File: config.mk
export PLATFORM = sky130hd
export DESIGN_NAME = pc_target_sequencer
export DESIGN_NICKNAME = d
export VERILOG_FILES = /design/src/rtl/pc_target_sequencer.sv
export SDC_FILE = /design/constraint.sdc
export NUM_CORES = 1
export LEC_CHECK = 0
export ABC_CLOCK_PERIOD_IN_PS = 3500
export CELL_PAD_IN_SITES_DETAIL_PLACEMENT = 1
export CELL_PAD_IN_SITES_GLOBAL_PLACEMENT = 2
export CORE_MARGIN = 10
export CORE_UTILIZATION = 33
export CTS_BUF_LIST = sky130_fd_sc_hd__clkbuf_2 sky130_fd_sc_hd__clkbuf_4 sky130_fd_sc_hd__clkbuf_8
export DETAILED_ROUTE_END_ITERATION = 8
export PLACE_DENSITY_LB_ADDON = 0.05
export SETUP_SLACK_MARGIN = 0.05
export SYNTH_ARGS = -nofsm -noshare
export SYNTH_HDL_FRONTEND = slang
export SYNTH_SLANG_ARGS = --single-unit
File: constraint.sdc
create_clock -name clk -period 3.5 [get_ports clk]
set_clock_uncertainty 0.2 [all_clocks]
set_input_delay 0.35 -clock clk [delete_from_list [all_inputs] [get_ports clk]]
set_output_delay 0.35 -clock clk [all_outputs]
set_load 0.01 [all_outputs]
File: src/rtl/pc_target_sequencer.sv
`default_nettype none
// ============================================================================
// Module   : pc_target_sequencer
// Brief    : PC register, next-PC target generator and circular return-address
//            stack. Optional macro PC_ALIGN_CHECK_EN traps misaligned REG targets.
// Revision : 1.0 - initial release
// ============================================================================
module pc_target_sequencer #(
    parameter int unsigned     XLEN      = 32,
    parameter int unsigned     IMM_W     = 26,
    parameter int unsigned     OFF_W     = 16,
    parameter int unsigned     RAS_DEPTH = 4,
    parameter logic [XLEN-1:0] RESET_PC  = '0
) (
    input  logic             clk,
    input  logic             reset,
    input  logic             pc_write,
    input  logic [2:0]       mode,
    input  logic [IMM_W-1:0] imm,
    input  logic [OFF_W-1:0] offset,
    input  logic [XLEN-1:0]  reg_target,
    output logic [XLEN-1:0]  pc,
    output logic [XLEN-1:0]  pc_plus4,
    output logic             ras_empty,
    output logic             ras_full,
    output logic             ras_underflow,
    output logic             misalign_err
);

    localparam int unsigned        c_PTR_W = $clog2(RAS_DEPTH);
    localparam int unsigned        c_CNT_W = $clog2(RAS_DEPTH + 1);
    localparam logic [c_CNT_W-1:0] c_DEPTH = c_CNT_W'(RAS_DEPTH);

    localparam logic [2:0] c_MODE_BRANCH = 3'd1;
    localparam logic [2:0] c_MODE_JUMP   = 3'd2;
    localparam logic [2:0] c_MODE_CALL   = 3'd3;
    localparam logic [2:0] c_MODE_RET    = 3'd4;
    localparam logic [2:0] c_MODE_REG    = 3'd5;

    logic [XLEN-1:0]    r_pc;
    logic [XLEN-1:0]    r_ras [RAS_DEPTH];
    logic [c_PTR_W-1:0] r_top;
    logic [c_CNT_W-1:0] r_cnt;
    logic               r_underflow;
    logic               r_misalign;

    logic [XLEN-1:0]    w_pc_plus4;
    logic [XLEN-1:0]    w_branch_disp;
    logic [XLEN-1:0]    w_jump_target;
    logic [XLEN-1:0]    w_next_pc;
    logic [c_PTR_W-1:0] w_top_m1;
    logic               w_ras_empty;
    logic               w_ras_full;
    logic               w_push;
    logic               w_pop;
    logic               w_underflow;
    logic               w_misalign;
    logic               w_hold;

    assign w_pc_plus4    = r_pc + XLEN'(4);
    assign w_branch_disp = {{(XLEN-OFF_W-2){offset[OFF_W-1]}}, offset, 2'b00};
    assign w_jump_target = {w_pc_plus4[XLEN-1:IMM_W+2], imm, 2'b00};
    // r_top is the next write slot; the most recent entry sits one below it.
    assign w_top_m1      = r_top - c_PTR_W'(1);
    assign w_ras_empty   = (r_cnt == '0);
    assign w_ras_full    = (r_cnt == c_DEPTH);

`ifndef PC_ALIGN_CHECK_EN
    logic w_unused;
    assign w_unused = ^reg_target[1:0];
`endif

    always_comb begin
        w_next_pc   = w_pc_plus4;
        w_push      = 1'b0;
        w_pop       = 1'b0;
        w_underflow = 1'b0;
        w_misalign  = 1'b0;
        w_hold      = 1'b0;
        case (mode)
            c_MODE_BRANCH: w_next_pc = w_pc_plus4 + w_branch_disp;
            c_MODE_JUMP:   w_next_pc = w_jump_target;
            c_MODE_CALL: begin
                w_next_pc = w_jump_target;
                w_push    = 1'b1;
            end
            c_MODE_RET: begin
                if (w_ras_empty) begin
                    w_underflow = 1'b1;
                end else begin
                    w_pop     = 1'b1;
                    w_next_pc = r_ras[w_top_m1];
                end
            end
            c_MODE_REG: begin
`ifdef PC_ALIGN_CHECK_EN
                if (reg_target[1:0] != 2'b00) begin
                    w_hold     = 1'b1;
                    w_misalign = 1'b1;
                end else begin
                    w_next_pc = reg_target;
                end
`else
                w_next_pc = {reg_target[XLEN-1:2], 2'b00};
`endif
            end
            default: ;
        endcase
    end

    always_ff @(posedge clk) begin
        if (reset) begin
            r_pc        <= RESET_PC;
            r_top       <= '0;
            r_cnt       <= '0;
            r_underflow <= 1'b0;
            r_misalign  <= 1'b0;
        end else begin
            r_underflow <= pc_write & w_underflow;
            r_misalign  <= pc_write & w_misalign;
            if (pc_write) begin
                if (!w_hold) begin
                    r_pc <= w_next_pc;
                end
                // A push into a full stack lands on the oldest slot; count saturates.
                if (w_push) begin
                    r_ras[r_top] <= w_pc_plus4;
                    r_top        <= r_top + c_PTR_W'(1);
                    if (!w_ras_full) begin
                        r_cnt <= r_cnt + c_CNT_W'(1);
                    end
                end
                if (w_pop) begin
                    r_top <= w_top_m1;
                    r_cnt <= r_cnt - c_CNT_W'(1);
                end
            end
        end
    end

    assign pc            = r_pc;
    assign pc_plus4      = w_pc_plus4;
    assign ras_empty     = w_ras_empty;
    assign ras_full      = w_ras_full;
    assign ras_underflow = r_underflow;
    assign misalign_err  = r_misalign;

endmodule
`default_nettype wire

======== Word level (Yosys, flattened, before mapping) ========
Memory sizes are Yosys's and may differ from the RTL's.
Cells that the tools add are included.
operators by class
  add/sub/neg operators ................... 6
  equal/unequal tests ..................... 7
  multiplexer cells ....................... 16
  bitwise gates (word level) .............. 1
  reductions and logical operators ........ 5
operator list
  operator                 count
  $pmux W32 S4             1
  $add A32 B3 Y32 const B  1
  $add A32 B32 Y32         1
  $mux W32                 1
  $eq A3 B3 Y1 const B     3
  $mux W1                  9
  $mux W3                  3
  $eq A3 B2 Y1 const B     2
  $mux W2                  2
  $add A3 B1 Y3 const B    1
  $eq A3 B1 Y1 const B     1
  $logic_not A3 Y1         1
  $reduce_and A3 Y1        1
  $sub A3 B1 Y3 const B    1
  $add A2 B1 Y2 const B    1
  $ne A2 B1 Y1 const B     1
  $reduce_and A2 Y1        1
  $reduce_bool A2 Y1       1
  $reduce_or A2 Y1         1
  $sub A2 B1 Y2 const B    1
  $and A1 B1 Y1            1
word-level totals
  register bits after elaboration ......... 38
  RAM bits ................................ 128
  input port bits ......................... 80
  output and inout port bits .............. 68
  memories kept ........................... 1
memory list
  memory  words  width  rd ports  clocked after Yosys merged registers in  wr ports  RTL line  RTL
  r_ras   4      32     1         0                                        1         41        logic [XLEN-1:0] r_ras [RAS_DEPTH];

======== Depth between registers and ports, before layout ========
Gate-level depths: netlist of run 1.
  word-level depth ........................ 6
  depth in mapped cells ................... 16
  mapped depth without buffers ............ 15

======== Least setup slack after synthesis of run 1 ========
No wires, ideal clock.
  kind .................................... register to register
  start ................................... register r_pc[4] (netlist: pc[4])
  end ..................................... register r_pc[26] (netlist: pc[26])
  library setup time ...................... 0.120 ns
  arrival time ............................ 3.603 ns
  setup slack ............................. -0.423 ns
  stages on the path, launching flop included .. 14
  buffers on the path ..................... 0
  path through ............................ dfxtp_1 > and4_1 > nand4_2 > nor2_4 > nand3_1 > xnor2_1 > ha_1 > a21oi_1 > o21ai_0 > a221o_1 > or3_1 > a21oi_2 > o21ai_1 > a211o_1
between the ends
  cells in the longest elaborated chain, start to end .. 3
  elaborated cells between the ends (all ways) .. 4
ends and longest elaborated chain
  element                 RTL line  RTL
  start, declared         40        logic [XLEN-1:0] r_pc;
  start signal, assigned  123       r_pc <= w_next_pc;
  $add A32 B3 Y32         60        assign w_pc_plus4 = r_pc + XLEN'(4);
  named net pc_plus4[17]  23        output logic [XLEN-1:0] pc_plus4,
  $add A32 B32 Y32        81        c_MODE_BRANCH: w_next_pc = w_pc_plus4 + w_branch_disp;
  $pmux W32 S4            80        case (mode)
The timed path passes the listed nets, and every way through them passes these cells.
A chain may end at the register's enable or synchronous reset.

======== Worst setup path in the final report of run 1 ========
  start ................................... register r_pc[12] (netlist: pc[12])
  end ..................................... register r_pc[31] (netlist: pc[31])
between the ends
  cells in the longest elaborated chain, start to end .. 3
  elaborated cells between the ends (all ways) .. 4
ends and longest elaborated chain
  element                                       RTL line
  $add A32 B3 Y32 (*)                           60
  $add A32 B32 Y32 or $mux W32 (tied branches)  81, 88
  $pmux W32 S4 (*)                              80
Every way passes the cells marked *; elsewhere a longest branch is shown, timed or not.

==> run metrics, run 1 <==
status=complete, but fails checks; failing checks=setup timing; most used cell, CP=buf_4; Post-Synth Adder-Cell Area=about 5.8%; drt drc=0; fmax=roughly 280 MHz; number of global-route vias before repair=between 9,000 and 10,000; GRT overflow=0; Seq/Total Area, Yosys=49.6%; post-DP HPWL=~28,000 um; worst hold-check path type=input port to flop; RSZ-0062 raised after global routing=true; P per Cell Area=358 mW/mm2; peak per-stage delay on the critical path=between 0.3 and 0.4 ns; mapped cell area=just over 0.009 mm2; H-tree levels=4; Core Box Area=around 0.028 mm2; PortBufs=around 140; syn nets=slightly above 900; dominant cells by area after synthesis=edfxtp_1 (41%), dfxtp_1 (8.2%), mux4_2 (7.8%); Nets=between 1,000 and 1,500; setup TNS=-0.175 ns; crit path kind=flop to flop; Iter 0 DRT Violations=between 500 and 600; crit-path cells=and4_4, nand3_4, nor2_4, buf_4, nand2_4, xnor2_4, buf_4, ha_2, a21oi_4, o21ai_2, buf_4, a41oi_2, a211oi_4, or3_1, a31o_1, xnor2_1, o22ai_1; worst vdd ir=0.229 mV; vias per std cell=between 5 and 6; Final Max Tran Viols=0; Routed Antenna Nets=0; DR pass1 iterations=6; largest family of logic cells by synthesized area=compound AO/OA/AOI/OAI gates; clk root buf=clkbuf_8; Layout area overhead=48.8%; Mapped Cells=slightly below 800; # rows=61; GRT Resource Usage Total=approximately a fifth; routed wire length per instance=between 20 and 25 um; share of cells above drive strength 1=between 30% and 40%; Leak=0.00524 uW; cell taking the most area after synthesis=edfxtp_1; Placer Congestion=0.834; CTS Buffer Depth=2; top cell type's share of synthesized area=between 40% and 50%; chip height=about 190 um; post-synthesis compound-gate area fraction=around 17%; Ant. Diodes=0; Distinct cells, synth=75; Place WS=-0.248 ns; Synth Area per Inst=11.7 um2; vias=roughly 8,200; first-pass GRT wire length=roughly 57,000 um; Simple-Gate Fraction of Synth Area=12.5%; I/O pin cnt=around 150; Synth Warn #=0; CTS Buf Count=17; mux cell area share after synthesis=a little under 8%; largest net degree at the start of global routing=35; CP Data Arrival Time=~3.7 ns; Clk Latency, worst-skew pair=approximately 0.47 ns; xor and xnor fraction of the mapped netlist area=between 4 and 5%; Post-synth EDFFs=128; CTS tree=built; CP required=about 3.7 ns; final wirelength=37,300 um; cts hold-fix bufs=0; fin crit share=102%; Setup violations, final=3; Synth Register Bits=~170; CP top delay family=simple AND/OR/NAND/NOR gates; DIE AREA=approximately 0.035 mm2; Initial Utilization=between 30% and 40%; worst-path fanout max=4; initial antenna violation count=0; top_reg_cell synth=edfxtp_1; max_cap viols=0; Buf/Inv on CP=3; post-layout min period=3.57 ns; crit end category=flop; Worst Tran Pin Value=0.664 ns; clock-pin slew on the worst setup and hold paths=approximately 0.10 ns; die span in x=188 um; clk sink count=166; type of origin of the critical path=flop; post-synthesis async set-or-reset flop share=0%; final worst slack=-0.0701 ns; worst rel slew slack=a little under three fifths; crit path max-delay cell type=dfxtp_4; Final Hold Fails=0
-- power breakdown --
| part | switching (uW) | internal [uW] | leakage, uW |
|---|---|---|---|
| combinational | 682 | 669 | 0.00354 |
| clock | 796 | 599 | 0.000184 |
| sequential | 35.4 | 2160 | 0.00151 |
-- cells by family (layout without fill, tap and decap cells) --
| group | Yosys count | count (layout) |
|---|---|---|
| AND/OR/NAND/NOR | 224 | 224 |
| AO/OA/AOI/OAI | 218 | 218 |
| flip-flops | 166 | 166 |
| buffers and inverters | 63 | 397 |
| XOR/XNOR | 48 | 48 |
| adder cells (fa/ha/maj) | 42 | 42 |
| multiplexers | 33 | 33 |
| other | 1 | 1 |
-- worst paths after layout --
path,startpoint,to,slack [ns],cells after the start
max,pc[12],pc[31],-0.07,17
min,pc_write,pc[27],0.16,3
max reg2reg,pc[12],pc[31],-0.07,17
min reg2reg,r_cnt[2],r_cnt[2],0.33,2
-- cell usage after synthesis, types with 16 or more instances --
cell type and n:
a21oi_1 50, a222oi_1 22, clkbuf_1 34, dfxtp_1 38
edfxtp_1 128, ha_1 40, inv_1 16, mux4_2 32
nand2_1 46, nand3_1 22, nor2_1 55, nor3_1 22
o21ai_0 40, xnor2_1 36
-- flip-flops by register name, indices dropped and copies added (netlist names) --
register,flops
r_top,2
r_cnt,3
r_ras,128
pc,32
ras_underflow,1
-- worst register-to-register path: cells and delay by family, from the launching register on --
| kind | cells | cell delay [ns] |
|---|---|---|
| AOI/OAI and AO/OA | 6 | 0.96 |
| xor gates and xnor gates | 2 | 0.32 |
| adders and majority gates | 1 | 0.20 |
| buffers and inverters | 3 | 0.45 |
| DFF | 1 | 0.35 |
| and+or+nand+nor | 5 | 0.96 |
-- what timing repair did --
action | 4_1_cts | 5_1_grt
resized for setup | 63 | 26
pin swaps | 46 | 22
buffers inserted | 16 | 12
endpoints found under the setup margin | 21 | 25
-- routing by layer --
layer  part of all wire [%]  global-route usage, %  routed length [um]
met5                      0                      0                   0
met4                    1.4                   4.62                 505
met3                    5.3                   3.62                1960
met2                     49                   35.1               18200
met1                     45                   27.6               16600
-- cell usage in the layout (no fill, tap or decap), types with 12 or more instances in the layout --
cell type,n
xnor2_2,12
ha_1,28
clkdlybuf4s50_1,138
a21oi_1,36
buf_4,198
nand3_1,17
o21ai_0,34
nor3_1,20
inv_1,15
a21o_1,13
xnor2_1,21
a222oi_1,22
nor2_1,51
mux4_2,32
nand2_1,43
edfxtp_1,128
clkbuf_8,18
nand4_1,14
dfxtp_1,23
-- layout make-up --
class	count	area (um2)
Fill cell	2946	14000
Multi-Input combinational cell	566	5200
Sequential cell	166	4640
Timing Repair Buffer	349	3050
Tap cell	378	473
Clock buffer	19	255
Clock inverter	12	119
Inverter	17	63.8
-- through the flow --
| stage | cell area (um2) | util (%) | instances | power, uW | hold WS (ns) |
|---|---|---|---|---|---|
| floorplan | 9640 | - | 795 | 2820 | 0.267 |
| global placement | 12700 | 45.9 | 1448 | 3440 | 0.279 |
| detailed placement | 12700 | 45.9 | 1448 | 3470 | 0.330 |
| CTS | 13600 | 48.9 | 1495 | 4940 | 0.130 |
| global route | 13800 | 49.7 | 1507 | 5170 | 0.155 |
| finish | 13800 | 49.7 | 1507 | 4940 | 0.159 |
(Power assumes the default switching activity.)
==> run 2, diff against run 1 <==
--- a/config.mk
+++ b/config.mk
@@ -14,6 +14,7 @@
 export DETAILED_ROUTE_END_ITERATION = 8
 export PLACE_DENSITY_LB_ADDON = 0.05
 export SETUP_SLACK_MARGIN = 0.05
+export SKIP_CTS_REPAIR_TIMING = 1
 export SYNTH_ARGS = -nofsm -noshare
 export SYNTH_HDL_FRONTEND = slang
 export SYNTH_SLANG_ARGS = --single-unit
==> run 2 against run 1 <==
Against the previous run: the run still ends with setup timing left; maximum frequency fell by 3.3%; clock power about the same; global-route usage decreased by 0.42 points; critical path depth shrank 3; largest cell class unchanged; highest routed layer unchanged.
==> run metrics, run 2 (same netlist as run 1, synthesis figures left out) <==
status=complete, but fails checks; failing checks=setup timing; Tot Pwr=4960 uW; Leak=approximately 0.0052 uW; vias=between 8,000 and 9,000; # rows=61; Initial Utilization=around 33%; post-DP HPWL=between 20,000 and 30,000 um; Setup violations, final=5; clock-pin slew on the worst setup and hold paths=~0.090 ns; final worst slack=-0.191 ns; R2R Path End=pc[28]; worst-path fanout max=5; chip height=around 190 um; CTS Buf Count=17; CTS tree=built; first-pass GRT wire length=about 56,000 um; P per Cell Area=between 300 and 400 mW/mm2; worst hold-check path type=input port to flop; CP Data Arrival Time=3.88 ns; Worst Hold End=pc[27]; routed wire length per instance=roughly 25 um; HP Start=pc_write; I/O pin cnt=around 150; max_cap viols=0; Post-Layout Cell Count=between 1,000 and 1,500; Final Hold Fails=0; Iter 0 DRT Violations=530; worst rel slew slack=58.2%; crit end category=flop; number of global-route vias before repair=between 8,000 and 9,000; Core Box Area=0.0278 mm2; DR pass1 iterations=6; CP required=between 3 and 4 ns; fmax=271 MHz; clk sink count=166; final wirelength=about 37,000 um; PortBufs=~140; largest net degree at the start of global routing=35; Ant. Diodes=0; Post-Place Cells=roughly 1,400; R2R depth=14; Reg with most FFs=r_ras; post-layout min period=roughly 3.7 ns; clk root buf=clkbuf_8; drt drc=0; crit path max-delay cell type=or4b_1; peak per-stage delay on the critical path=between 0.5 and 0.6 ns; crit path launch=pc[2]; H-tree levels=4; Worst Hold Depth=3; fin crit share=105%; GRT Resource Usage Total=between 20% and 30%; DIE AREA=roughly 0.035 mm2; Clk Latency, worst-skew pair=between 0.4 and 0.5 ns; reg-to-reg startpoint=pc[2]; die span in x=about 190 um; worst vdd ir=0.218 mV; R2R setup slack=-0.19 ns; RSZ-0062 raised after global routing=true; Largest register FFs=128; Final Max Tran Viols=0; Routed Antenna Nets=0; crit path kind=flop to flop; vias per std cell=5.48; GRT overflow=0; share of cells above drive strength 1=a little over a third; Layout area overhead=49.5%; CTS Buffer Depth=2; commonest non-fill, non-tap cell in the layout=buf_4; Worst Tran Pin Value=0.625 ns; leading cell types in the layout, fill and taps excluded=buf_4 (183), clkdlybuf4s50_1 (137), edfxtp_1 (128), nor2_1 (51), nand2_1 (43); Nets=around 1,200; type of origin of the critical path=flop; initial antenna violation count=0; Placer Congestion=roughly 0.83; most used cell, CP=a21o_1; crit-path cells=and4_4, and4_1, buf_6, and3_4, xor2_4, ha_4, a21o_1, a21o_1, a21o_1, and3_4, o311ai_4, o22ai_2, or4b_1, o211ai_1
[run 2: cell count changes in the layout (fill, tap and decap cells not counted), moves of 3 or more]
cell	before	now
buf_4	198	183
buf_6	3	8
o21ai_2	7	4
xnor2_1	21	17
xnor2_2	12	15
[run 2: stage by stage]
| stage | hold WS, ns | setup TNS, ns | util, % | instance area (um2) | worst slack (ns) |
|---|---|---|---|---|---|
| finish | 0.163 | -0.471 | 49.9 | 13900 | -0.191 |
| global route | 0.156 | -1.55 | 49.9 | 13900 | -0.318 |
| CTS | 0.130 | -3.03 | 47.2 | 13100 | -0.298 |
| detailed placement | 0.330 | -2.22 | 45.9 | 12700 | -0.248 |
| global placement | 0.279 | -1.34 | 45.9 | 12700 | -0.238 |
| floorplan | 0.267 | 0 | - | 9640 | 0.00684 |
[run 2: final cells by class]
type                            count  area (um2)
Sequential cell                   166        4640
Multi-Input combinational cell    566        5320
Inverter                           17        63.8
Clock buffer                       19         255
Timing Repair Buffer              339        3000
Clock inverter                     12         119
Fill cell                        2941       13900
Tap cell                          378         473
[run 2: per-layer routing]
layer	routed length (um)	vias to the layer above	track usage [%]
li1	-	3755	-
met2	18400	205	34.1
met4	314	0	4.28
met5	0	-	0
met1	16700	4231	27.2
met3	1950	18	3.78
[run 2: power breakdown]
part | internal [uW] | switching (uW)
clock network | 599 | 800
logic | 673 | 691
registers | 2160 | 36.4
total | 3430 | 1530
[run 2: worst max-delay path: cells and delay by family (launching register included)]
kind                     cells  cell delay [ns]
adder cells (fa/ha/maj)      1             0.25
flip-flops                   1             0.39
AND/OR/NAND/NOR              5             1.37
buffers and inverters        1             0.12
XOR/XNOR                     1             0.19
AO/OA/AOI/OAI                6             1.08
[run 2: how the worst max path moves through the flow]
| stage | slack (ns) | endpoint |
|---|---|---|
| after detailed placement | -0.25 | pc[29] |
| after global placement | -0.24 | pc[29] |
| after CTS | -0.30 | pc[29] |
| after global routing | -0.32 | pc[28] |
| final | -0.19 | pc[28] |
| after floorplan | 0.007 | pc[28] |
==> run 3, diff against run 2 <==
--- a/config.mk
+++ b/config.mk
@@ -8,7 +8,7 @@
 export ABC_CLOCK_PERIOD_IN_PS = 3500
 export CELL_PAD_IN_SITES_DETAIL_PLACEMENT = 1
 export CELL_PAD_IN_SITES_GLOBAL_PLACEMENT = 2
-export CORE_MARGIN = 10
+export CORE_MARGIN = 4
 export CORE_UTILIZATION = 33
 export CTS_BUF_LIST = sky130_fd_sc_hd__clkbuf_2 sky130_fd_sc_hd__clkbuf_4 sky130_fd_sc_hd__clkbuf_8
 export DETAILED_ROUTE_END_ITERATION = 8
==> run 3 against run 2 <==
Against the previous run: the flow still finishes with violations (setup timing); flip-flop and latch count unchanged; core utilization decreased by 0.34 points; total power increased by 0.80%; clock power increased by 4%; global-route usage increased by 2.8 points; largest power group unchanged.
==> run metrics, run 3 (same netlist as run 1, synthesis figures left out) <==
Clk Latency, worst-skew pair=0.48 ns; vias per std cell=about 5.5; crit path kind=flop to flop; CP required=between 3 and 4 ns; Setup violations, final=9; leading cell types in the layout, fill and taps excluded=buf_4 (185), clkdlybuf4s50_1 (138), edfxtp_1 (128), nor2_1 (51), nand2_1 (44); drt drc=0; clock-pin slew on the worst setup and hold paths=roughly 0.11 ns; Largest register FFs=128; max_cap viols=0; reg-to-reg startpoint=pc[3]; initial antenna violation count=0; Reg with most FFs=r_ras; worst vdd ir=between 0.2 and 0.25 mV; GRT Resource Usage Total=between 20% and 30%; final wirelength=between 30,000 and 40,000 um; Core Box Area=0.0278 mm2; Ant. Diodes=0; Routed Antenna Nets=0; chip height=176 um; RSZ-0062 raised after global routing=true; PortBufs=between 100 and 150; Tot Pwr=5000 uW; CTS Buffer Depth=2; share of cells above drive strength 1=35.4%; Worst Tran Pin Value=around 0.80 ns; crit end category=flop; R2R setup slack=-0.14 ns; post-layout min period=~3.6 ns; vias=between 8,000 and 9,000; final worst slack=-0.136 ns; routed wire length per instance=around 25 um; number of global-route vias before repair=between 8,000 and 9,000; largest net degree at the start of global routing=38; status=complete, but fails checks; H-tree levels=4; R2R depth=15; P per Cell Area=~360 mW/mm2; Worst Hold Depth=3; failing checks=setup timing; Nets=~1,200; first-pass GRT wire length=54,700 um; type of origin of the critical path=flop; commonest non-fill, non-tap cell in the layout=buf_4; HP Start=pc_write; setup TNS=-0.830 ns; die span in x=roughly 180 um; Iter 0 DRT Violations=roughly 480; clk root buf=clkbuf_8; Worst Hold End=pc[21]; DIE AREA=between 0.03 and 0.04 mm2; Layout area overhead=48.5%; CTS Buf Count=17; worst-path fanout max=5; Placer Congestion=about 0.86; fmax=approximately 280 MHz; Leak=0.00523 uW; R2R Path End=pc[22]; Initial Utilization=33.4%; Final Hold Fails=0; Final Max Tran Viols=0; # rows=between 60 and 70; clk sink count=around 170; CTS tree=built; CP Data Arrival Time=around 3.8 ns; worst rel slew slack=roughly 47%; DR pass1 iterations=8; worst hold-check path type=input port to flop; post-DP HPWL=26,600 um; I/O pin cnt=between 100 and 150; GRT overflow=0; fin crit share=104%
run 3: area by class of cell:
| cell class | instances | area [um2] |
|---|---|---|
| clock buffers | 18 | 248 |
| multi-input cells | 566 | 5200 |
| well taps | 378 | 473 |
| flip-flops and latches | 166 | 4640 |
| clock inverters | 14 | 153 |
| fillers | 2935 | 14000 |
| inverters | 17 | 63.8 |
| repair buffers | 339 | 3000 |
run 3: critical path, cell delays in order (launching register included):
cell and delay, ns:
dfxtp_4 0.38, and4_4 0.26, and4_1 0.21, buf_6 0.13, and3_4 0.22, xor2_4 0.19
ha_4 0.25, a21o_1 0.16, a21o_1 0.18, a21o_1 0.19, and3_4 0.18, or3_4 0.42
a21oi_4 0.17, buf_4 0.13, xnor2_1 0.08, o21ba_1 0.18
run 3: report_power, final:
group	switching (uW)	total (uW)	internal, uW
Combinational	679	1350	668
Sequential	35.7	2200	2160
Clock	897	1450	557
run 3: worst max-delay path by stage:
| stage | from | to | slack, ns | depth (start not counted) |
|---|---|---|---|---|
| floorplan | pc[2] | pc[28] | 0.007 | 14 |
| global placement | pc[12] | pc[29] | -0.32 | 15 |
| detailed placement | pc[12] | pc[29] | -0.33 | 15 |
| CTS | pc[12] | pc[29] | -0.39 | 15 |
| global route | pc[11] | pc[28] | -0.31 | 15 |
| finish | pc[3] | pc[22] | -0.14 | 15 |
run 3: through the flow:
| stage | std cells | utilization [%] | hold WS (ns) | worst slack [ns] | instance area (um2) |
|---|---|---|---|---|---|
| final | 1498 | 49.6 | 0.305 | -0.136 | 13800 |
| after floorplan | 795 | - | 0.267 | 0.00684 | 9640 |
| after global routing | 1498 | 49.6 | 0.361 | -0.315 | 13800 |
| after global placement | 1451 | 46.0 | 0.277 | -0.316 | 12800 |
| after CTS | 1483 | 47.5 | 0.303 | -0.388 | 13200 |
| after detailed placement | 1451 | 46.0 | 0.319 | -0.331 | 12800 |
run 3: layer usage:
layer | vias up | global-route usage (%) | wire [um]
met3 | 27 | 2.76 | 1300
li1 | 3761 | - | -
met4 | 0 | 4.74 | 443
met1 | 4213 | 32.0 | 16900
met2 | 190 | 40.1 | 18100
met5 | - | 0 | 0
